[src/rtl/vram_arbiter_if.sv]
// Signal bundle between the video fetch path, the CPU bus and the single-port VRAM macro.
// The arbiter side uses the slave modport; requesters and the RAM model use the master modport.
interface vram_arbiter_if #(
    parameter int RAM_ADDR_WIDTH = 13,
    parameter int XLEN           = 8
);
    logic                      vid_req;
    logic [RAM_ADDR_WIDTH-1:0] vid_addr;
    logic                      vid_ack;
    logic                      vid_rvalid;
    logic [XLEN-1:0]           vid_rdata;

    logic                      cpu_req;
    logic                      cpu_we;
    logic [RAM_ADDR_WIDTH-1:0] cpu_addr;
    logic [XLEN-1:0]           cpu_wdata;
    logic                      cpu_ack;
    logic                      cpu_rvalid;
    logic [XLEN-1:0]           cpu_rdata;

    logic                      ram_en;
    logic                      ram_we;
    logic [RAM_ADDR_WIDTH-1:0] ram_addr;
    logic [XLEN-1:0]           ram_wdata;
    logic [XLEN-1:0]           ram_rdata;

    modport slave (
        input  vid_req, vid_addr,
        output vid_ack, vid_rvalid, vid_rdata,
        input  cpu_req, cpu_we, cpu_addr, cpu_wdata,
        output cpu_ack, cpu_rvalid, cpu_rdata,
        output ram_en, ram_we, ram_addr, ram_wdata,
        input  ram_rdata
    );

    modport master (
        output vid_req, vid_addr,
        input  vid_ack, vid_rvalid, vid_rdata,
        output cpu_req, cpu_we, cpu_addr, cpu_wdata,
        input  cpu_ack, cpu_rvalid, cpu_rdata,
        input  ram_en, ram_we, ram_addr, ram_wdata,
        output ram_rdata
    );
endinterface

[src/rtl/vram_arbiter.sv]
// Per-cycle VRAM arbiter: video has fixed priority, the CPU is guaranteed a slot after
// CPU_MAX_WAIT consecutive refusals. Read data is steered back one cycle after the grant.
module vram_arbiter #(
    parameter int RAM_SIZE       = 8192,
    parameter int RAM_ADDR_WIDTH = $clog2(RAM_SIZE),
    parameter int XLEN           = 8,
    parameter int CPU_MAX_WAIT   = 4
) (
    input  logic           clk,
    input  logic           rst,
    vram_arbiter_if.slave  bus
);
    localparam int                WAIT_W   = $clog2(CPU_MAX_WAIT + 1);
    localparam logic [WAIT_W-1:0] WAIT_MAX = WAIT_W'(CPU_MAX_WAIT);

    typedef enum logic [1:0] {
        OWN_NONE,
        OWN_VID,
        OWN_CPU
    } owner_t;

    owner_t                    rd_owner;
    logic [WAIT_W-1:0]         wait_cnt;
    logic [XLEN-1:0]           vid_hold;
    logic [XLEN-1:0]           cpu_hold;

    logic                      cpu_force;
    logic                      vid_win;
    logic                      cpu_win;
    logic [RAM_ADDR_WIDTH-1:0] addr_mux;
    logic [XLEN-1:0]           wdata_mux;

    // Grants are qualified by rst so nothing reaches the RAM while reset is asserted.
    always_comb begin
        cpu_force = bus.cpu_req && (wait_cnt == WAIT_MAX);
        vid_win   = rst && bus.vid_req && !cpu_force;
        cpu_win   = rst && bus.cpu_req && (cpu_force || !bus.vid_req);

        addr_mux  = '0;
        wdata_mux = '0;
        if (vid_win) begin
            addr_mux = bus.vid_addr;
        end else if (cpu_win) begin
            addr_mux = bus.cpu_addr;
            if (bus.cpu_we) begin
                wdata_mux = bus.cpu_wdata;
            end
        end
    end

    assign bus.vid_ack    = vid_win;
    assign bus.cpu_ack    = cpu_win;
    assign bus.ram_en     = vid_win | cpu_win;
    assign bus.ram_we     = cpu_win & bus.cpu_we;
    assign bus.ram_addr   = addr_mux;
    assign bus.ram_wdata  = wdata_mux;

    assign bus.vid_rvalid = (rd_owner == OWN_VID);
    assign bus.cpu_rvalid = (rd_owner == OWN_CPU);
    assign bus.vid_rdata  = (rd_owner == OWN_VID) ? bus.ram_rdata : vid_hold;
    assign bus.cpu_rdata  = (rd_owner == OWN_CPU) ? bus.ram_rdata : cpu_hold;

    // Grant edge -> return cycle: tag the owner of this cycle's read for next cycle's data.
    always_ff @(posedge clk or negedge rst) begin
        if (!rst) begin
            rd_owner <= OWN_NONE;
            wait_cnt <= '0;
            vid_hold <= '0;
            cpu_hold <= '0;
        end else begin
            if (vid_win) begin
                rd_owner <= OWN_VID;
            end else if (cpu_win && !bus.cpu_we) begin
                rd_owner <= OWN_CPU;
            end else begin
                rd_owner <= OWN_NONE;
            end

            // Saturation is belt-and-braces: at WAIT_MAX the CPU is always granted.
            if (!bus.cpu_req || cpu_win) begin
                wait_cnt <= '0;
            end else if (wait_cnt != WAIT_MAX) begin
                wait_cnt <= wait_cnt + 1'b1;
            end

            if (rd_owner == OWN_VID) begin
                vid_hold <= bus.ram_rdata;
            end
            if (rd_owner == OWN_CPU) begin
                cpu_hold <= bus.ram_rdata;
            end
        end
    end
endmodule
[src/flat_wrapper.sv]
// flat-port wrapper written by rule: the top's interface ports become plain ports
module vram_arbiter_flat 
#(
    parameter int RAM_SIZE       = 8192,
    parameter int RAM_ADDR_WIDTH = $clog2(RAM_SIZE),
    parameter int XLEN           = 8,
    parameter int CPU_MAX_WAIT   = 4
)
  (clk, rst, bus_vid_req, bus_vid_addr, bus_vid_ack, bus_vid_rvalid, bus_vid_rdata, bus_cpu_req, bus_cpu_we, bus_cpu_addr, bus_cpu_wdata, bus_cpu_ack, bus_cpu_rvalid, bus_cpu_rdata, bus_ram_en, bus_ram_we, bus_ram_addr, bus_ram_wdata, bus_ram_rdata);
  vram_arbiter_if #(.RAM_ADDR_WIDTH(RAM_ADDR_WIDTH), .XLEN(XLEN)) bus_i ();
  input  logic clk;
  input  logic rst;
  input wire logic [$bits(bus_i.vid_req)-1:0] bus_vid_req;
  input wire logic [$bits(bus_i.vid_addr)-1:0] bus_vid_addr;
  output wire logic [$bits(bus_i.vid_ack)-1:0] bus_vid_ack;
  output wire logic [$bits(bus_i.vid_rvalid)-1:0] bus_vid_rvalid;
  output wire logic [$bits(bus_i.vid_rdata)-1:0] bus_vid_rdata;
  input wire logic [$bits(bus_i.cpu_req)-1:0] bus_cpu_req;
  input wire logic [$bits(bus_i.cpu_we)-1:0] bus_cpu_we;
  input wire logic [$bits(bus_i.cpu_addr)-1:0] bus_cpu_addr;
  input wire logic [$bits(bus_i.cpu_wdata)-1:0] bus_cpu_wdata;
  output wire logic [$bits(bus_i.cpu_ack)-1:0] bus_cpu_ack;
  output wire logic [$bits(bus_i.cpu_rvalid)-1:0] bus_cpu_rvalid;
  output wire logic [$bits(bus_i.cpu_rdata)-1:0] bus_cpu_rdata;
  output wire logic [$bits(bus_i.ram_en)-1:0] bus_ram_en;
  output wire logic [$bits(bus_i.ram_we)-1:0] bus_ram_we;
  output wire logic [$bits(bus_i.ram_addr)-1:0] bus_ram_addr;
  output wire logic [$bits(bus_i.ram_wdata)-1:0] bus_ram_wdata;
  input wire logic [$bits(bus_i.ram_rdata)-1:0] bus_ram_rdata;
  assign bus_i.vid_req = bus_vid_req;
  assign bus_i.vid_addr = bus_vid_addr;
  assign bus_vid_ack = bus_i.vid_ack;
  assign bus_vid_rvalid = bus_i.vid_rvalid;
  assign bus_vid_rdata = bus_i.vid_rdata;
  assign bus_i.cpu_req = bus_cpu_req;
  assign bus_i.cpu_we = bus_cpu_we;
  assign bus_i.cpu_addr = bus_cpu_addr;
  assign bus_i.cpu_wdata = bus_cpu_wdata;
  assign bus_cpu_ack = bus_i.cpu_ack;
  assign bus_cpu_rvalid = bus_i.cpu_rvalid;
  assign bus_cpu_rdata = bus_i.cpu_rdata;
  assign bus_ram_en = bus_i.ram_en;
  assign bus_ram_we = bus_i.ram_we;
  assign bus_ram_addr = bus_i.ram_addr;
  assign bus_ram_wdata = bus_i.ram_wdata;
  assign bus_i.ram_rdata = bus_ram_rdata;
  vram_arbiter #(.RAM_SIZE(RAM_SIZE), .RAM_ADDR_WIDTH(RAM_ADDR_WIDTH), .XLEN(XLEN), .CPU_MAX_WAIT(CPU_MAX_WAIT)) u_core (.clk(clk), .rst(rst), .bus(bus_i));
endmodule
[config.mk]
export PLATFORM = sky130hd
export DESIGN_NAME = vram_arbiter_flat
export DESIGN_NICKNAME = d
export VERILOG_FILES = /design/src/rtl/vram_arbiter_if.sv /design/src/rtl/vram_arbiter.sv /design/src/flat_wrapper.sv
export SDC_FILE = /design/constraint.sdc
export NUM_CORES = 1
export LEC_CHECK = 0
export CORE_MARGIN = 5
export CORE_UTILIZATION = 30
export CTS_CLUSTER_SIZE = 8
export DETAILED_ROUTE_END_ITERATION = 10
export HOLD_SLACK_MARGIN = 0.02
export PLACE_DENSITY_LB_ADDON = 0.3
export SKIP_CTS_REPAIR_TIMING = 1
export SLEW_MARGIN = 5
export SYNTH_ARGS = -nofsm -noshare
export SYNTH_HDL_FRONTEND = slang
export SYNTH_SLANG_ARGS = --single-unit
[constraint.sdc]
create_clock -name clk -period 2 [get_ports clk]
set_clock_uncertainty 0.1 [all_clocks]
set_input_delay 0.4 -clock clk [delete_from_list [all_inputs] [get_ports clk]]
set_output_delay 0.4 -clock clk [all_outputs]
set_load 0.005 [all_outputs]
# Yosys cells after proc, flatten, opt, wreduce, memory -nomap -nowiden
# Index checks and enable logic that the tools add are counted.
[word_totals]
regBits = 21
inputBits = 47
out_inout_bits = 43
word_cells = 35
[op_classes]
bitwise_logic = 2
muxes = 11
eq_ne = 4
addsub = 1
reduce_logical = 13
[ops]
columns = ["operator", "count"]
rows = [
  ["2-to-1 mux 8 bit", 5],
  ["2-to-1 mux 13 bit", 2],
  ["logical AND 1 bit", 6],
  ["2-to-1 mux 3 bit", 2],
  ["zero test 1 bit", 4],
  ["2-to-1 mux 2 bit", 2],
  ["adder 3 x 1 -> 3 bit, second input constant", 1],
  ["== test 3 bit, second input constant", 1],
  ["!= test 3 bit, second input constant", 1],
  ["== test 2 x 1 -> 1 bit, second input constant", 1],
  ["== test 2 bit, second input constant", 1],
  ["logical OR 1 bit", 2],
  ["nonzero test 2 bit", 1],
  ["AND 1 bit", 1],
  ["OR 1 bit", 1],
]

# Logic depth before layout (Yosys ltp)
[logic_depth]
word_depth = 7
mapped_depth = 7
mapped_depth_nobuf = 5

# Least setup slack after synthesis
# No wires, ideal clock.
[synth_path]
path_kind = "reg-to-output"
start = "register u_core.wait_cnt[0]"
end = "output port bus_ram_addr[10]"
t_arrival_ns = 1.443
stages_incl_launch_ff = 8
path_buffers = 2
t_required_ns = 1.500
slack_ns = 0.057
path_cell_list = "dfrtp_1 inv_1 ha_1 a21bo_1 and3_4 buf_6 buf_6 a22o_1"
[synth_between]
elab_chain_len = 6
word_cells_on_any_way = 8
cone_classes = "eq/ne (1); mux (2); reduce/logical (5)"
[synth_rtl]
columns = ["element", "line", "rtl"]
rows = [
  ["from (decl)", "vram_arbiter.sv:23", "logic [WAIT_W-1:0] wait_cnt;"],
  ["from (signal assigned)", "vram_arbiter.sv:83", "wait_cnt <= wait_cnt + 1'b1;"],
  ["== test 3 bit", "vram_arbiter.sv:35", "cpu_force = bus.cpu_req && (wait_cnt == WAIT_MAX);"],
  ["logical AND 1 bit", "vram_arbiter.sv:35", ""],
  ["logical OR 1 bit", "vram_arbiter.sv:37", "cpu_win = rst && bus.cpu_req && (cpu_force || !bus.vid_req);"],
  ["logical AND 1 bit", "vram_arbiter.sv:37", ""],
  ["net bus_cpu_ack", "flat_wrapper.sv:22", "output wire logic [$bits(bus_i.cpu_ack)-1:0] bus_cpu_ack;"],
  ["2-to-1 mux 13 bit", "vram_arbiter.sv:43", "end else if (cpu_win) begin"],
  ["2-to-1 mux 13 bit", "vram_arbiter.sv:41", "if (vid_win) begin"],
  ["to (decl)", "flat_wrapper.sv:27", "output wire logic [$bits(bus_i.ram_addr)-1:0] bus_ram_addr;"],
]
# The timed path passes the listed nets, and every way through them passes these cells.

# Worst setup path in the final report
[layout_path]
start = "register u_core.wait_cnt[1]"
end = "output port bus_ram_addr[8]"
[layout_between]
elab_chain_len = 6
word_cells_on_any_way = 8
cone_classes = "eq/ne (1); mux (2); reduce/logical (5)"
[layout_rtl]
columns = ["element", "line"]
rows = [
  ["== test 3 bit (*)", "vram_arbiter.sv:35"],
  ["logical AND 1 bit (*)", "vram_arbiter.sv:35"],
  ["logical OR 1 bit", "vram_arbiter.sv:37"],
  ["logical AND 1 bit", "vram_arbiter.sv:37"],
  ["2-to-1 mux 13 bit", "vram_arbiter.sv:43"],
  ["2-to-1 mux 13 bit (*)", "vram_arbiter.sv:41"],
]
# Mark *: on every way between the ends. The rest lies on a longest branch, timed or not.

==> impl_metrics.ini <==
[synthesis]
yosysTopAreaCell = dfrtp_1
synth_area_um2 = 1097
syn-num-nets = 141
synthSimpleGateAreaFrac_pct = 11.86
synth_xor_area_share_pct = 0
synth_adder_area_share_pct = 2.281
synth_top_cell_area_share_pct = 47.89
ys_top_cells_by_area = dfrtp_1 (48%), mux2_2 (16%), a22o_1 (10%)
synth_cell_types = 23
synth_cells = 92
synth_top_family_by_area = multiplexers
ys_warn_count = 0
syn_avg_cell_area_um2 = 11.93
synth_seq_cells = 21
synth_mux_area_share_pct = 16.42
seq_area_frac_synth_pct = 47.89
synth-compound-area-share_pct = 15.74

[power_and_ir_drop]
vdd_drop_max_mv = 0.2504
pwr-share-clk_pct = 20.5
p_int_uw = 962.7
swShare_pct = 24.65
switchingPower_uw = 315.0
pwr-share-comb_pct = 39.1
power_density_nw_per_um2 = 522.6
power_uw = 1278
seqPwrFrac_pct = 40.5
p_leak_uw = 0.001321

[clock_tree]
tritoncts = yes
ctsLongestPathBuffers = 2
numCtsBuffers = 3
htree_levels = 1
root_buffer = clkbuf_8
cts_sinks = 21
clkTransAtPathRegs_ps = 70
clock_latency_ps = 250

[critical_path]
arrival_ps = 1810
regToRegStartpoint = u_core.wait_cnt[1]$_DFFE_PN0P_
r2r_setup_slack_ps = 440
crit_path_max_incr_delay_ps = 370
crit_top_cell = buf_6
worstReg2RegEnd = u_core.wait_cnt[0]$_DFFE_PN0P_
r2r_cells = 6
crit_path_max_fanout = 5
worstSetupPathType = register to output port
crit_chain = inv_2 > ha_4 > a21bo_4 > and3_4 > buf_6 > buf_6 > a22o_1 > buf_2
cpMaxStageDelayCell = dfrtp_1
endpoint_kind = output port
worstSetupStartpointType = register
critical_path_required_ps = 1500

[detailed_routing]
first_pass_iters = 4
drc_errors = 0
ant_nets = 0
drt_iter0_drc = 30
wire_per_inst_um = 15.97
drt_wl_total_um = 4279
vias = 1271
drt-vias-per-instance = 4.743

[die]
rows = 22
die_h_um = 70.48
dieWidth_um = 70.48
io_pins = 90
initial_utilization_pct = 30.43
die-area_um2 = 4967
core_region_area_um2 = 3606

[sta]
hold_ws_ps = 175.8
finalCriticalPeriod_ps = 2308
tightestPinTransition_ps = 297.0
setup_tns_ps = -4434
fin_crit_sh_pct = 115.4
setup_violations = 30
final.setup.worst_slack_ps = -307.9
fmax_ghz = 0.4333
rsz0062_at_grt = true
max_slew_margin_pct = 80.14
hold_violations = 0
finalMaxSlewViolations = 0

[layout]
drive_above_1_share_pct = 47.73
antenna_cells = 0
nNetsFinal = 270
area_growth_pct = 122.8

[worst_hold_path]
hp-class = primary input to async pin

[global_routing]
track_usage_pct = 14.37
grt_max_degree = 25
first_global_vias = 1293
grt_pass1_wl_um = 5720
grt_overflow = 0
grt_antenna_before_repair = 0

[status]
failed_checks = setup timing
status = complete, but fails checks

[placement]
port_buffers = 89
place_congestion = 0.9394
hpwl_um = 2921

[job]
max_cap_viol_count = 0
-- sequential cells by signal, indices dropped and copies added (netlist names) --
register,count
u_core.wait_cnt,3
u_core.rd_owner,2
u_core.cpu_hold,8
u_core.vid_hold,8
-- cells in the final DEF, fill, tap and decap left out --
master,count
a211oi_1,1
a21bo_4,1
a21boi_0,1
a22o_1,13
a31oi_4,1
and2_1,1
and3_1,2
and3_4,11
buf_12,1
buf_2,3
buf_4,26
buf_6,17
clkbuf_1,1
clkbuf_2,21
clkbuf_8,3
clkdlybuf4s50_1,44
dfrtp_1,21
dlymetal6s2s_1,15
ha_1,1
ha_4,1
inv_1,2
inv_2,2
mux2_2,8
mux2_4,8
nand2_1,3
nand2b_4,1
nor2_1,4
nor2b_1,1
nor2b_2,1
nor3_1,1
o211ai_1,1
o21ai_0,1
o31a_1,1
or3_1,1
-- metrics by stage --
stage | instances | cell area (um^2) | util, % | setup WS (ps)
global placement | 234 | 2095 | 58.08 | -592.1
finish | 268 | 2445 | 67.80 | -307.9
global route | 268 | 2445 | 67.80 | -391.0
CTS | 238 | 2140 | 59.33 | -676.5
floorplan | 92 | 1097 | - | 57.49
detailed placement | 234 | 2095 | 58.08 | -675.3
-- worst max-delay path: cells and delay by family (launching register included) --
family	cells	cell delay (ps)
buf+inv	4	410
compound gates	2	410
flops	1	370
simple gates	1	210
fa+ha+maj	1	160
-- Yosys cell counts (all sizes together) --
cell type  instances
o31a               1
a21boi             1
inv                4
and3              10
o21ai              1
a22o              13
a211oi             1
dfrtp             21
nor3               1
a31oi              1
a21bo              1
and2               1
ha                 2
nor2b              2
nor2               4
nand2b             1
or3                1
buf                6
o211ai             1
nand2              3
mux2              16
-- power groups by stage --
stage                     registers [uW]  clock network, uW  logic, uW
after floorplan                      515                  0        153
after detailed placement             522                  0        476
final                                517                262        499
after global placement               517                  0        463
after CTS                            513                269        477
after global routing                 525                292        541
-- cell type report --
| type | instances | area [um^2] |
|---|---|---|
| clock buffer | 4 | 45.04 |
| fill | 276 | 1161 |
| tap | 48 | 60.06 |
| sequential | 21 | 525.5 |
| timing repair buffer | 127 | 1155 |
| inverter | 4 | 15.01 |
| multi-input combinational | 64 | 644.4 |
-- worst max-delay path by stage --
stage                                         startpoint                to  slack, ps  depth (start not counted)
after CTS                                    bus_vid_req  bus_ram_wdata[3]       -680                          5
after detailed placement                     bus_vid_req  bus_ram_wdata[3]       -680                          5
after global routing      u_core.wait_cnt[0]$_DFFE_PN0P_   bus_ram_addr[8]       -390                          8
final                     u_core.wait_cnt[1]$_DFFE_PN0P_   bus_ram_addr[8]       -310                          8
after floorplan           u_core.wait_cnt[0]$_DFFE_PN0P_  bus_ram_addr[10]         60                          7
after global placement                               rst   bus_ram_addr[7]       -590                          6
-- logic make-up after synthesis --
logic type,Yosys count
simple gates,23
fa+ha+maj,2
compound gates,20
flops,21
buf+inv,10
mux,16
-- layer usage --
metal	global-route usage, %	vias up	share of wire, %
li1	-	602	-
met1	13.98	601	37
met2	26.30	64	54
met3	5.899	4	8.6
met4	6.170	0	0.98
met5	0	-	0
Note: power is estimated with default switching activity, not from simulation.
